<file path="src/rtl/pc_ras_fetch_if.sv">
// Purpose : signal bundle between the fetch-PC generator and the rest of IF/EX.
// Latency : none, wires only.
// Backpressure: stall_D/halt_req travel in here; no valid/ready pairs.
// master = the fetch-PC generator (drives F_pc, F_valid, F_ras_hit, ras_count);
// slave  = surrounding pipeline (drives redirects, stalls, predictor and pre-decode).
interface pc_ras_fetch_if #(
  parameter int PCLEN     = 32,
  parameter int RAS_DEPTH = 4
);
  logic                         trap;
  logic                         EX_taken;
  logic [PCLEN-1:0]             EX_alt_pc;
  logic                         stall_D;
  logic                         halt_req;
  logic                         resume;
  logic [PCLEN-1:0]             F_BP_target_pc;
  logic                         F_is_call;
  logic                         F_is_ret;
  logic [PCLEN-1:0]             F_pc;
  logic                         F_valid;
  logic                         F_ras_hit;
  logic [$clog2(RAS_DEPTH):0]   ras_count;

  modport master (
    input  trap, EX_taken, EX_alt_pc, stall_D, halt_req, resume,
           F_BP_target_pc, F_is_call, F_is_ret,
    output F_pc, F_valid, F_ras_hit, ras_count
  );

  modport slave (
    output trap, EX_taken, EX_alt_pc, stall_D, halt_req, resume,
           F_BP_target_pc, F_is_call, F_is_ret,
    input  F_pc, F_valid, F_ras_hit, ras_count
  );
endinterface

</file>
<file path="src/rtl/pc_ras_fetch.sv">
// Purpose : fetch-PC register with prioritised redirect, BOOT/RUN/HALT control and a circular RAS.
// Latency : F_pc/F_valid registered (1 clk); F_ras_hit combinational from current inputs.
// Backpressure: stall_D or halt_req holds F_pc and freezes the RAS; trap/EX_taken always win.
// Ports: clk, rst_n (async, active low); fetch_if (master modport) carries
//   trap/EX_taken/EX_alt_pc, stall_D, halt_req/resume, predictor target, call/ret pre-decode in,
//   and F_pc, F_valid, F_ras_hit, ras_count out.
module pc_ras_fetch #(
  parameter int               PCLEN       = 32,
  parameter logic [PCLEN-1:0] RESET_PC    = '0,
  parameter logic [PCLEN-1:0] TRAP_PC     = PCLEN'('h100),
  parameter int               INSTR_BYTES = 4,
  parameter int               RAS_DEPTH   = 4
) (
  input  logic               clk,
  input  logic               rst_n,
  pc_ras_fetch_if.master     fetch_if
);

  localparam int TW = $clog2(RAS_DEPTH);
  localparam int CW = TW + 1;
  localparam logic [CW-1:0] CNT_MAX = CW'(RAS_DEPTH);

  typedef enum logic [1:0] {BOOT, RUN, HALT} state_t;

  state_t              state_q, state_d;
  logic [PCLEN-1:0]    pc_q, pc_d;
  logic                valid_q;
  logic [TW-1:0]       top_q, top_d;
  logic [CW-1:0]       cnt_q, cnt_d;
  logic [PCLEN-1:0]    ras_q [RAS_DEPTH];

  logic                ras_we;
  logic [TW-1:0]       ras_widx;
  logic [PCLEN-1:0]    ret_addr;
  logic [TW-1:0]       top_m1;
  logic                advance;
  logic                ras_pop;
  logic                ras_push;

  assign top_m1   = top_q - TW'(1);
  assign ret_addr = pc_q + PCLEN'(INSTR_BYTES);
  assign advance  = (state_q == RUN) && !fetch_if.trap && !fetch_if.EX_taken &&
                    !fetch_if.stall_D && !fetch_if.halt_req;
  assign ras_pop  = advance && fetch_if.F_is_ret && (cnt_q != '0);
  assign ras_push = advance && fetch_if.F_is_call;

  always_comb begin
    state_d  = state_q;
    pc_d     = pc_q;
    top_d    = top_q;
    cnt_d    = cnt_q;
    ras_we   = 1'b0;
    ras_widx = top_q;

    unique case (state_q)
      BOOT: state_d = RUN;
      RUN: begin
        if (!fetch_if.trap && !fetch_if.EX_taken && !fetch_if.stall_D && fetch_if.halt_req)
          state_d = HALT;
      end
      HALT: begin
        if (fetch_if.resume || fetch_if.trap || fetch_if.EX_taken)
          state_d = RUN;
      end
      default: state_d = BOOT;
    endcase

    // Holding (BOOT/HALT/stall/halt_req) is the default: pc_d already equals pc_q.
    if (fetch_if.trap)          pc_d = TRAP_PC;
    else if (fetch_if.EX_taken) pc_d = fetch_if.EX_alt_pc;
    else if (ras_pop)           pc_d = ras_q[top_m1];
    else if (advance)           pc_d = fetch_if.F_BP_target_pc;

    // Trap flushes the stack pointer only; stale entries are harmless once count is 0.
    if (fetch_if.trap) begin
      top_d = '0;
      cnt_d = '0;
    end else if (ras_push && ras_pop) begin
      // Pop then push into the same slot: depth unchanged.
      ras_we   = 1'b1;
      ras_widx = top_m1;
    end else if (ras_push) begin
      ras_we = 1'b1;
      top_d  = top_q + TW'(1);
      if (cnt_q != CNT_MAX) cnt_d = cnt_q + CW'(1);
    end else if (ras_pop) begin
      top_d = top_m1;
      cnt_d = cnt_q - CW'(1);
    end
  end

  always_ff @(posedge clk or negedge rst_n) begin
    if (!rst_n) begin
      state_q <= BOOT;
      pc_q    <= RESET_PC;
      valid_q <= 1'b0;
      top_q   <= '0;
      cnt_q   <= '0;
      for (int i = 0; i < RAS_DEPTH; i++) ras_q[i] <= '0;
    end else begin
      state_q <= state_d;
      pc_q    <= pc_d;
      valid_q <= (state_d == RUN);
      top_q   <= top_d;
      cnt_q   <= cnt_d;
      if (ras_we) ras_q[ras_widx] <= ret_addr;
    end
  end

  assign fetch_if.F_pc      = pc_q;
  assign fetch_if.F_valid   = valid_q;
  assign fetch_if.F_ras_hit = ras_pop;
  assign fetch_if.ras_count = cnt_q;

endmodule
</file>
<file path="src/flat_wrapper.sv">
// flat-port wrapper written by rule: the top's interface ports become plain ports
module pc_ras_fetch_flat 
#(
  parameter int               PCLEN       = 32,
  parameter logic [PCLEN-1:0] RESET_PC    = '0,
  parameter logic [PCLEN-1:0] TRAP_PC     = PCLEN'('h100),
  parameter int               INSTR_BYTES = 4,
  parameter int               RAS_DEPTH   = 4
)
  (clk, rst_n, fetch_if_trap, fetch_if_EX_taken, fetch_if_EX_alt_pc, fetch_if_stall_D, fetch_if_halt_req, fetch_if_resume, fetch_if_F_BP_target_pc, fetch_if_F_is_call, fetch_if_F_is_ret, fetch_if_F_pc, fetch_if_F_valid, fetch_if_F_ras_hit, fetch_if_ras_count);
  pc_ras_fetch_if #(.PCLEN(PCLEN), .RAS_DEPTH(RAS_DEPTH)) fetch_if_i ();
  input  logic clk;
  input  logic rst_n;
  input wire logic [$bits(fetch_if_i.trap)-1:0] fetch_if_trap;
  input wire logic [$bits(fetch_if_i.EX_taken)-1:0] fetch_if_EX_taken;
  input wire logic [$bits(fetch_if_i.EX_alt_pc)-1:0] fetch_if_EX_alt_pc;
  input wire logic [$bits(fetch_if_i.stall_D)-1:0] fetch_if_stall_D;
  input wire logic [$bits(fetch_if_i.halt_req)-1:0] fetch_if_halt_req;
  input wire logic [$bits(fetch_if_i.resume)-1:0] fetch_if_resume;
  input wire logic [$bits(fetch_if_i.F_BP_target_pc)-1:0] fetch_if_F_BP_target_pc;
  input wire logic [$bits(fetch_if_i.F_is_call)-1:0] fetch_if_F_is_call;
  input wire logic [$bits(fetch_if_i.F_is_ret)-1:0] fetch_if_F_is_ret;
  output wire logic [$bits(fetch_if_i.F_pc)-1:0] fetch_if_F_pc;
  output wire logic [$bits(fetch_if_i.F_valid)-1:0] fetch_if_F_valid;
  output wire logic [$bits(fetch_if_i.F_ras_hit)-1:0] fetch_if_F_ras_hit;
  output wire logic [$bits(fetch_if_i.ras_count)-1:0] fetch_if_ras_count;
  assign fetch_if_i.trap = fetch_if_trap;
  assign fetch_if_i.EX_taken = fetch_if_EX_taken;
  assign fetch_if_i.EX_alt_pc = fetch_if_EX_alt_pc;
  assign fetch_if_i.stall_D = fetch_if_stall_D;
  assign fetch_if_i.halt_req = fetch_if_halt_req;
  assign fetch_if_i.resume = fetch_if_resume;
  assign fetch_if_i.F_BP_target_pc = fetch_if_F_BP_target_pc;
  assign fetch_if_i.F_is_call = fetch_if_F_is_call;
  assign fetch_if_i.F_is_ret = fetch_if_F_is_ret;
  assign fetch_if_F_pc = fetch_if_i.F_pc;
  assign fetch_if_F_valid = fetch_if_i.F_valid;
  assign fetch_if_F_ras_hit = fetch_if_i.F_ras_hit;
  assign fetch_if_ras_count = fetch_if_i.ras_count;
  pc_ras_fetch #(.PCLEN(PCLEN), .RESET_PC(RESET_PC), .TRAP_PC(TRAP_PC), .INSTR_BYTES(INSTR_BYTES), .RAS_DEPTH(RAS_DEPTH)) u_core (.clk(clk), .rst_n(rst_n), .fetch_if(fetch_if_i));
endmodule
</file>
<file path="config.mk">
export PLATFORM = sky130hd
export DESIGN_NAME = pc_ras_fetch_flat
export DESIGN_NICKNAME = d
export VERILOG_FILES = /design/src/rtl/pc_ras_fetch_if.sv /design/src/rtl/pc_ras_fetch.sv /design/src/flat_wrapper.sv
export SDC_FILE = /design/constraint.sdc
export NUM_CORES = 1
export LEC_CHECK = 0
export CORE_MARGIN = 2
export CORE_UTILIZATION = 42
export CTS_BUF_LIST = sky130_fd_sc_hd__clkbuf_8 sky130_fd_sc_hd__clkbuf_16
export CTS_CLUSTER_DIAMETER = 150
export DETAILED_ROUTE_END_ITERATION = 8
export SKIP_LAST_GASP = 1
export SLEW_MARGIN = 15
export SYNTH_ARGS = -nofsm -noshare
export SYNTH_HDL_FRONTEND = slang
export SYNTH_SLANG_ARGS = --single-unit
</file>
<file path="constraint.sdc">
create_clock -name clk -period 3.8 [get_ports clk]
set_clock_uncertainty 0.2 [all_clocks]
set_input_delay 0.76 -clock clk [delete_from_list [all_inputs] [get_ports clk]]
set_output_delay 0.76 -clock clk [all_outputs]
set_load 0.05 [all_outputs]
</file>
After elaboration in Yosys (flattened, before gate mapping)
Cells that the tools add are included.
{"block": "classes", "div_mod_pow": 0, "reduce_logical": 24, "multipliers": 0, "bitwise_logic": 2, "magnitude_cmp": 3, "n_eq_ne": 6, "shifts": 0, "n_addsub": 5, "n_mux": 27}
{"op": "32-bit 2-to-1 mux", "n": 7}
{"op": "128-bit bitwise mux", "n": 1}
{"op": "32-bit binary-select mux with 2-bit select", "n": 1}
{"op": "32-bit demux with 2-bit select", "n": 1}
{"op": "32-bit by 3-bit adder with 32-bit output (second input constant)", "n": 1}
{"op": "2-bit 2-to-1 mux", "n": 8}
{"op": "3-bit 2-to-1 mux", "n": 5}
{"op": "1-bit logical AND", "n": 12}
{"op": "3-bit >= comparator (second input constant)", "n": 2}
{"op": "3-bit != test (second input constant)", "n": 2}
{"op": "2-bit NOT with 3-bit output", "n": 2}
{"op": "2-bit one-hot mux with 3 select lines", "n": 1}
{"op": "3-bit nonzero test", "n": 2}
{"op": "2-bit by 1-bit equality test with 1-bit output (second input constant)", "n": 2}
{"op": "1-bit zero test", "n": 4}
{"op": "4-bit nonzero test", "n": 1}
{"op": "3-bit by 1-bit adder with 3-bit output (second input constant)", "n": 1}
{"op": "3-bit by 1-bit < comparator with 1-bit output (second input constant)", "n": 1}
{"op": "1-bit 2-to-1 mux", "n": 3}
{"op": "3-bit AND reduction", "n": 1}
{"op": "3-bit by 1-bit subtractor with 3-bit output (second input constant)", "n": 1}
{"op": "2-bit by 1-bit adder with 2-bit output (second input constant)", "n": 1}
{"op": "2-bit equality test (second input constant)", "n": 1}
{"op": "2-bit zero test", "n": 1}
{"op": "other kinds (4)", "n": 5}
{"block": "totals", "mem_bits_ro": 0, "ff_bits": 168, "latchBits": 0, "ram_bits": 0, "in_bits": 73, "mem_count": 0}

Longest topological paths before layout
{"block": "depth", "word_depth": 16, "ltp_mapped": 8, "mapped_depth_nobuf": 8}

Worst setup path after synthesis
OpenSTA, ideal clock, no wires.
{"block": "synth_timing", "path_kind": "input to output", "start": "input fetch_if_stall_D", "end": "output fetch_if_F_ras_hit", "arrival_time_ns": 1.949, "path_stages": 4, "path_slack_ns": 0.891, "path_buffers": 1, "path_cell_list": "nor4b_4 > nand2_1 > nor2_1 > buf_2"}
{"block": "synth_via", "elab_chain_len": 5}
{"item": "from (decl)", "line_no": "flat_wrapper.sv:17", "rtl": "input wire logic [$bits(fetch_if_i.stall_D)-1:0] fetch_if_stall_D;"}
{"item": "1-bit zero test", "line_no": "pc_ras_fetch.sv:43", "rtl": "!fetch_if.stall_D && !fetch_if.halt_req;"}
{"item": "1-bit logical AND", "line_no": "pc_ras_fetch.sv:42", "rtl": "assign advance = (state_q == RUN) && !fetch_if.trap && !fetch_if.EX_taken &&"}
{"item": "1-bit logical AND", "line_no": "pc_ras_fetch.sv:43"}
{"item": "1-bit logical AND (2 in series)", "line_no": "pc_ras_fetch.sv:44", "rtl": "assign ras_pop = advance && fetch_if.F_is_ret && (cnt_q != '0);"}
{"item": "to (decl)", "line_no": "flat_wrapper.sv:25", "rtl": "output wire logic [$bits(fetch_if_i.F_ras_hit)-1:0] fetch_if_F_ras_hit;"}
Every way passes these cells.

Worst setup path in the final report
Same ends and word-level chain as after synthesis.

==> out/qor.yml <==
clocking:
  htree_levels: 4
  clock-sinks: 168
  cts_buffer_depth: 2
  hold_buffers: 0
  path_clk_slew_ns: 0.06
  cts_root_buf: "clkbuf_16"
  post_cts_buffers: 0
  clk-insertion-delay-late_ns: 0.43
  post_cts_resized: 0
  numCtsBuffers: 17
  cts_tree: "done"
cells_and_area:
  fin_area_um2: 10270
  drive_gt1_share_pct: 12.98
  diodes: 0
  finalNetCount: 956
  syn_to_final_growth_pct: 25.63
  layout_commonest_cell: "dfrtp_1"
  layout_common_cells: "166 x dfrtp_1, 129 x nor2_1, 121 x a21oi_1"
  nFillCells: 1698
detailed_routing:
  routed_wl_mm: 21.42
  via_count: 6348
  drt_pass1_iterations: 5
  drc: 0
  detail-route-antenna-nets: 0
  wl_per_cell_um: 18.48
  drt_iter0_drc: 511
  post_drt_via_cell_ratio: 5.477
timing:
  drv_slew: 0
  rsz0062_at_grt: "false"
  worst_pin_slew_ns: 0.8905
  final.min_clock_period_ns: 3.220
  relSlewSlack_pct: 40.12
  fin_crit_sh_pct: 84.73
  finalSetupViolCount: 0
  tns_ns: 0
  fmax_mhz: 310.6
  finalHoldViolCount: 0
logic_synthesis:
  ys_seq_elements: 168
  ys_types: 41
  syn_area_per_cell_um2: 10.37
  syn-num-nets: 863
  ys_seq_area_share_pct: 51.44
  synth_area_um2: 8173
  synthCells: 788
  yosys_warnings: 0
placed_design:
  io_buffers: 109
  place_congestion: 0.8166
  hpwlAfterDp_mm: 13.83
  place_area_um2: 9584
die:
  core_area_um2: 19270
  die-area_um2: 20590
  start_util_pct: 42.41
  die_width_um: 143.5
  die_h_um: 143.5
  rows: 51
  io_pins: 110
run_status:
  outcome: "complete, no violations"
worst_setup_path:
  worst-path-max-fanout: 5
  worst_setup_path_start_kind: "input port"
  timing.rr.end: "u_core.ras_q[106]"
  r2r-start: "u_core.fetch_if.ras_count[2]"
  crit_arrival_ns: 2.26
  critPathKind: "input port to output pin"
  cp-end-kind: "output pin"
  r2r_slack_ns: 0.93
  worst_ep_required_time_ns: 2.84
  reg2reg_depth: 6
grt:
  grt_pass1_wl_mm: 34.40
  track_usage_pct: 21.96
  grt_overflow_total: 0
  grt_pass1_vias: 6346
  antenna_found_initial: 0
  grt_max_degree: 95
power:
  p_leak_nw: 4.305
  ir_drop_uv: 391.5
  p_per_area_nw_per_um2: 461.5
min_path:
  worstHoldPathType: "input port to asynchronous set/reset pin"
flow_run:
  maxCapViolations: 0
[routing by layer]
layer | vias up | wire (um) | global-route usage, %
met5 | - | 0 | 0
met4 | 0 | 284 | 5.831
met2 | 172 | 10310 | 35.86
met3 | 18 | 1095 | 4.165
met1 | 3212 | 9726 | 30.32
li1 | 2946 | - | -
[how the worst max path moves through the flow]
stage,from,to,depth (start not counted)
floorplan,fetch_if_stall_D,fetch_if_F_ras_hit,4
global placement,fetch_if_stall_D,u_core.ras_q[55],6
CTS,fetch_if_stall_D,fetch_if_F_ras_hit,5
finish,fetch_if_stall_D,fetch_if_F_ras_hit,5
detailed placement,fetch_if_stall_D,u_core.ras_q[123],7
global route,fetch_if_stall_D,fetch_if_F_ras_hit,5
[worst max-delay path, stage by stage]
cell,delay [ns]
clkdlybuf4s50_1,0.47
nor4b_4,0.49
nand2_1,0.18
nor2_4,0.21
buf_12,0.16
[sequential cells by signal, indices dropped and copies added, names as in the netlist]
register                   cells
u_core.fetch_if.F_pc          32
u_core.fetch_if.F_valid        1
u_core.fetch_if.ras_count      3
u_core.ras_q                 128
u_core.state_q                 2
u_core.top_q                   2
[layout make-up]
type	count	area (um2)	area share, %
Clock buffer	17	425.4	4.143
Clock inverter	15	257.7	2.510
Inverter	9	33.78	0.3290
Multi-Input combinational cell	553	3705	36.08
Sequential cell	168	4207	40.97
Tap cell	265	331.6	3.229
Timing Repair Buffer	132	1308	12.73
[logic make-up after synthesis]
logic type / share of synthesized area, %
multiplexers: 15.32
XOR/XNOR: 3.644
AO/OA/AOI/OAI: 11.65
buffers and inverters: 3.766
AND/OR/NAND/NOR: 13.78
adder cells (fa/ha/maj): 0.3980
flip-flops: 51.44
[stage by stage]
step	hold slack (ns)	setup slack, ns	power (mW)	std cells	util (%)
after floorplan	0.2333	0.8906	2.477	788	-
after global placement	0.2595	0.5102	2.725	1127	49.73
after detailed placement	0.2667	0.4466	2.758	1127	49.73
after CTS	0.2774	0.5781	4.776	1159	53.28
after global routing	0.3081	0.4418	4.938	1159	53.28
final	0.2489	0.5803	4.738	1159	53.28
[Yosys cell counts]
cell      number  area share [%]
nand4_1        6            0.46
buf_2         20             1.2
or4b_1         1            0.12
mux2_2        17             2.3
nand2b_1       1           0.077
nor2_1       131             6.0
nand2_1       71             3.3
clkbuf_1      32             1.5
a21oi_1      122             7.5
or2_2          1           0.077
buf_4          2            0.18
buf_6          3            0.41
dfrtp_1      168              51
o22ai_1       31             2.4
o31ai_1        2            0.18
nor4_2         2            0.31
and4_1         3            0.32
nor4b_4        1            0.29
fa_1           1            0.24
nor4b_1        1            0.11
xor2_1        25             2.7
nand3b_1       1           0.092
nand3_1       16            0.98
o21bai_1       1           0.092
and3_1         4            0.31
clkbuf_2       1           0.061
nor3_1         4            0.24
ha_1           1            0.15
or4_1          1           0.092
o21ai_1       19             1.2
a211oi_1       2            0.18
xnor2_1        9            0.96
or3_1          3            0.23
a22oi_1        2            0.18
inv_1          9            0.41
nand3_4        1            0.21
mux2i_1       34             4.2
nor2b_1        2            0.15
mux4_2        32             8.8
nor3_2         1            0.12
and2_1         4            0.31
[report_power, final]
part           internal [mW]  total, mW  switching (mW)
clock                   1.29       2.01           0.721
sequential              1.96       2.09           0.129
combinational          0.290      0.636           0.347
total                   3.54       4.74            1.20
Power figures use the tool's default switching activity.
